[src/rtl/call_return_stack.sv]
// call_return_stack
//
// Hardware return-address stack for the multicycle core. It sits directly
// after the ID control unit and acts on that unit's push, pop and strobe
// signals.
// - A CALL pushes the return PC onto the stack.
// - A RET pops the stack. The popped PC is held on ret_addr for the PC-source
//   mux until the PC write stage.
// - Sticky overflow and underflow flags are provided for debug.
//
// Ports:
//   clk          core clock; all state changes on the rising edge
//   reset        asynchronous, active-high reset
//   push         push request (CALL)
//   pop          pop request (RET)
//   push_pop_en  stage strobe that qualifies push/pop; one operation per assertion
//   data_in      return address to store (PC+1 from IF)
//   ret_addr     registered value of the last popped entry
//   top          combinational peek of the top entry; 0 when the stack is empty
//   count        number of valid entries, 0..DEPTH
//   empty        count == 0
//   full         count == DEPTH
//   overflow     sticky: a push was attempted while full
//   underflow    sticky: a pop was attempted while empty
//
// DEPTH must equal 2**ADDR_W. The pointer arithmetic relies on that.
module call_return_stack #(
    parameter int DATA_W = 32,
    parameter int ADDR_W = 3,
    parameter int DEPTH  = 8
) (
    input  logic              clk,
    input  logic              reset,
    input  logic              push,
    input  logic              pop,
    input  logic              push_pop_en,
    input  logic [DATA_W-1:0] data_in,
    output logic [DATA_W-1:0] ret_addr,
    output logic [DATA_W-1:0] top,
    output logic [ADDR_W:0]   count,
    output logic              empty,
    output logic              full,
    output logic              overflow,
    output logic              underflow
);

    localparam logic [ADDR_W:0] FULL_COUNT = (ADDR_W+1)'(DEPTH);

    logic [DATA_W-1:0] mem [DEPTH];
    logic              armed;
    logic              fire;
    logic [ADDR_W-1:0] top_idx;
    logic [ADDR_W-1:0] wr_idx;
    logic              mem_we;
    logic [DATA_W-1:0] top_entry;

    assign fire  = push_pop_en & armed;
    assign empty = (count == '0);
    assign full  = (count == FULL_COUNT);

    // Low bits of count minus one. This also gives the correct index when
    // count == DEPTH, because the low bits are then 0 and the result is DEPTH-1.
    assign top_idx   = count[ADDR_W-1:0] - 1'b1;
    assign top_entry = mem[top_idx];
    assign top       = empty ? '0 : top_entry;

    // Write port.
    // - Plain push writes the slot above the top.
    // - Swap overwrites the top in place.
    // - Push+pop on an empty stack degrades to a push at slot 0. Slot 0 is
    //   count's low bits when count is 0.
    always_comb begin
        mem_we = 1'b0;
        wr_idx = count[ADDR_W-1:0];
        if (fire && push) begin
            if (pop) begin
                mem_we = 1'b1;
                wr_idx = empty ? count[ADDR_W-1:0] : top_idx;
            end else begin
                mem_we = !full;
            end
        end
    end

    // Storage is intentionally not reset; entries above count are don't-care.
    always_ff @(posedge clk) begin
        if (mem_we) begin
            mem[wr_idx] <= data_in;
        end
    end

    always_ff @(posedge clk or posedge reset) begin
        if (reset) begin
            count     <= '0;
            ret_addr  <= '0;
            overflow  <= 1'b0;
            underflow <= 1'b0;
            armed     <= 1'b1;
        end else begin
            // Re-arm whenever the strobe is low. While the strobe stays high,
            // armed is cleared by the firing edge and then stays clear.
            armed <= ~push_pop_en;
            if (fire) begin
                case ({push, pop})
                    2'b10: begin
                        if (full) begin
                            overflow <= 1'b1;
                        end else begin
                            count <= count + 1'b1;
                        end
                    end
                    2'b01: begin
                        if (empty) begin
                            underflow <= 1'b1;
                        end else begin
                            ret_addr <= top_entry;
                            count    <= count - 1'b1;
                        end
                    end
                    2'b11: begin
                        if (empty) begin
                            underflow <= 1'b1;
                            count     <= count + 1'b1;
                        end else begin
                            ret_addr <= top_entry;
                        end
                    end
                    default: ;
                endcase
            end
        end
    end

endmodule

[config.mk]
export PLATFORM = sky130hd
export DESIGN_NAME = call_return_stack
export DESIGN_NICKNAME = d
export VERILOG_FILES = /design/src/rtl/call_return_stack.sv
export SDC_FILE = /design/constraint.sdc
export NUM_CORES = 1
export LEC_CHECK = 0
export ABC_AREA = 1
export CORE_MARGIN = 3
export CORE_UTILIZATION = 50
export DETAILED_ROUTE_END_ITERATION = 10
export PLACE_DENSITY = 0.79
export SLEW_MARGIN = 25
export SYNTH_ARGS = -nofsm -noshare
export SYNTH_HDL_FRONTEND = slang
export SYNTH_SLANG_ARGS = --single-unit
[constraint.sdc]
create_clock -name clk -period 3.1 [get_ports clk]
set_input_delay 0.93 -clock clk [delete_from_list [all_inputs] [get_ports clk]]
set_output_delay 0.93 -clock clk [all_outputs]
set_load 0.1 [all_outputs]
==> results.sh <==
export IMPL_final_nets=1380
export IMPL_critPathKind="flip-flop to primary output"
export IMPL_clock_path_buffers=3
export IMPL_routabilityCongestion=0.839
export IMPL_drtIter0Drc=1313
export IMPL_path_clk_slew_ps=70
export IMPL_diodes=0
export IMPL_yosysWarnings=0
export IMPL_synth_top_area_cell="edfxtp_1"
export IMPL_drive_gt1_frac=0.261
export IMPL_ant_nets=0
export IMPL_crit_path_end_kind="primary output"
export IMPL_rsz0062_at_grt="yes"
export IMPL_synthToLayoutAreaGrowth_pct=34.7
export IMPL_stdcell_count=1685
export IMPL_clock_latency_ps=540
export IMPL_timing_max_cap_violations=0
export IMPL_ys_ff_latch=295
export IMPL_synth_area_per_cell_um2=10.6
export IMPL_die_area_um2=26900
export IMPL_ios=109
export IMPL_hold_depth=2
export IMPL_violations="setup timing"
export IMPL_io_buffers=108
export IMPL_netlist_area_leader_share=0.615
export IMPL_finalSetupViolCount=32
export IMPL_wire_per_inst_um=22.2
export IMPL_dp_cells=1598
export IMPL_fin_setup_tns_ps=-4770
export IMPL_whs_endpoint="ret_addr[28]"
export IMPL_skew_ps=9.41
export IMPL_cts_tree="yes"
export IMPL_start_kind="flip-flop"
export IMPL_htreeDepth=1
export IMPL_regToRegEndpoint="mem[0][14]"
export IMPL_antenna_found_initial=0
export IMPL_grtUsageTotal=0.265
export IMPL_fmax_mhz=304
export IMPL_fp_dieW_um=164
export IMPL_grt_pass1_vias=9672
export IMPL_via_per_inst=5.74
export IMPL_dr_total_vias=9676
export IMPL_root_buffer="clkbuf_16"
export IMPL_die_y_um=164
export IMPL_netlist_area_um2=12500
export IMPL_worst_slew_pin_slew_ps=811
export IMPL_clock_sinks=295
export IMPL_start_util=0.511
export IMPL_grt_max_degree=66
export IMPL_rows=57
export IMPL_synth_seq_area_share=0.694
export IMPL_finalCriticalPeriod_ps=3290
export IMPL_finalCritPeriodShare=1.06
export IMPL_r2r_start="count[0]"
export IMPL_cp_max_fo=8
export IMPL_ys_types=26
export IMPL_layout_setup_ws_ps=-192
export IMPL_ys_top_cells_by_area="edfxtp_1 (62%), nand2_1 (14%), dfrtp_1 (7.6%)"
export IMPL_hold_path_class="flip-flop to flip-flop"
export IMPL_wirelength_um=37400
export IMPL_worst_endpoint_arrival_ps=2360
export IMPL_final_core_util=0.688
export IMPL_first_pass_iters=5
export IMPL_rr_worst_depth=12
export IMPL_hpwl_um=18100
export IMPL_worst_r2r_setup_slack_ps=610
export IMPL_cts_buffers=29
export IMPL_syn_nets=1224
export IMPL_min_delay_start="ret_addr[28]"
export IMPL_netlist_instances=1183
export IMPL_max_slew_margin_rel=0.458
export IMPL_outcome="finished, violations left"
export IMPL_grt_pass1_wl_um=53800
export IMPL_core_area_um2=24500
export IMPL_overflow=0
export IMPL_critPathRequiredTime_ps=2170
export IMPL_finalHoldViolations=0
export IMPL_finalMaxSlewViolations=0
export IMPL_drc=0
[through the flow]
stage	setup WS [ps]	hold WS (ps)	cell area [µm²]
3_3_place_gp	151	463	14700
6_report	-192	482	16800
2_1_floorplan	-233	563	12900
5_1_grt	-233	496	16800
4_1_cts	-168	484	16500
3_5_place_dp	92.4	469	14700
[cells in the mapped netlist]
cell / count
dfrtp_1: 38
dfstp_2: 1
inv_1: 76
nor2_1: 110
buf_6: 12
inv_4: 1
buf_1: 3
edfxtp_1: 256
nand2_1: 451
nand3_4: 1
o21ai_0: 34
nor2_4: 2
nand3_1: 135
clkbuf_1: 7
nand3_2: 3
xor2_1: 1
o21bai_1: 1
inv_2: 5
fa_1: 1
buf_4: 12
ha_1: 3
buf_2: 24
nand4_1: 1
a31o_2: 1
nand2_2: 2
o21ai_1: 2
[how the worst max path moves through the flow]
stage	from	end	slack, ps	depth (start not counted)
after floorplan	count[0]	top[10]	-230	12
after global placement	push	mem[4][5]	150	8
after detailed placement	push	mem[0][13]	90	8
after CTS	count[0]	top[12]	-170	10
after global routing	count[0]	top[23]	-230	11
final	count[0]	top[27]	-190	11
[cell usage in the layout (no fill, tap or decap), types with 39 or more instances in the layout]
cell	count
nor2_4	42
nand2_1	412
edfxtp_1	256
buf_4	67
nand3_1	79
nor2_1	65
inv_1	73
buf_12	61
nand2_2	39
nand3_2	57
[layer usage]
metal / wire [µm] / up-vias / GRT usage
li1: - / 4212 / -
met1: 13300 / 4668 / 0.337
met2: 18800 / 681 / 0.450
met3: 3820 / 115 / 0.0426
met4: 1430 / 0 / 0.120
met5: 0 / - / 0
[sequential cells by signal, summed over array words and instances (netlist names)]
signal,flops
mem,256
ret_addr,32
underflow,1
count,4
armed,1
overflow,1
[final cells by class]
class,count,area [µm²]
sequential,295,8670
clock inverter,11,156
multi-input combinational,748,3860
clock buffer,42,835
timing repair buffer,183,2570
tap,324,405
fill,1513,7640
inverter,82,324
[cells by family after synthesis]
| kind of cell | share of synthesized area |
|---|---|
| DFF | 0.694 |
| adders and majority gates | 0.00461 |
| buffers and inverters | 0.0555 |
| AOI/OAI and AO/OA | 0.0157 |
| xor gates and xnor gates | 0.000701 |
| and+or+nand+nor | 0.230 |
[timing repair]
item                                    in CTS  in global routing
hold endpoints to repair                     0                  0
cloned                                      12                  5
endpoints found under the setup margin      32                 32
hold buffers                                 0                  0
pin swaps                                   13                 20
buffers inserted                            10                  9
resized for setup                           95                 45
[critical path, stage by stage, from the launching register on]
cell     delay [ps]
dfrtp_4         500
inv_6            70
ha_4            180
inv_1            80
nand2_2         100
nand2_4         120
inv_8           120
buf_12          150
nand3_1         130
nand2_1         140
nor2_4           50
buf_12          160
Power is not shown: default switching activity piles up to over one toggle a cycle in this logic, so the estimate is an artifact.
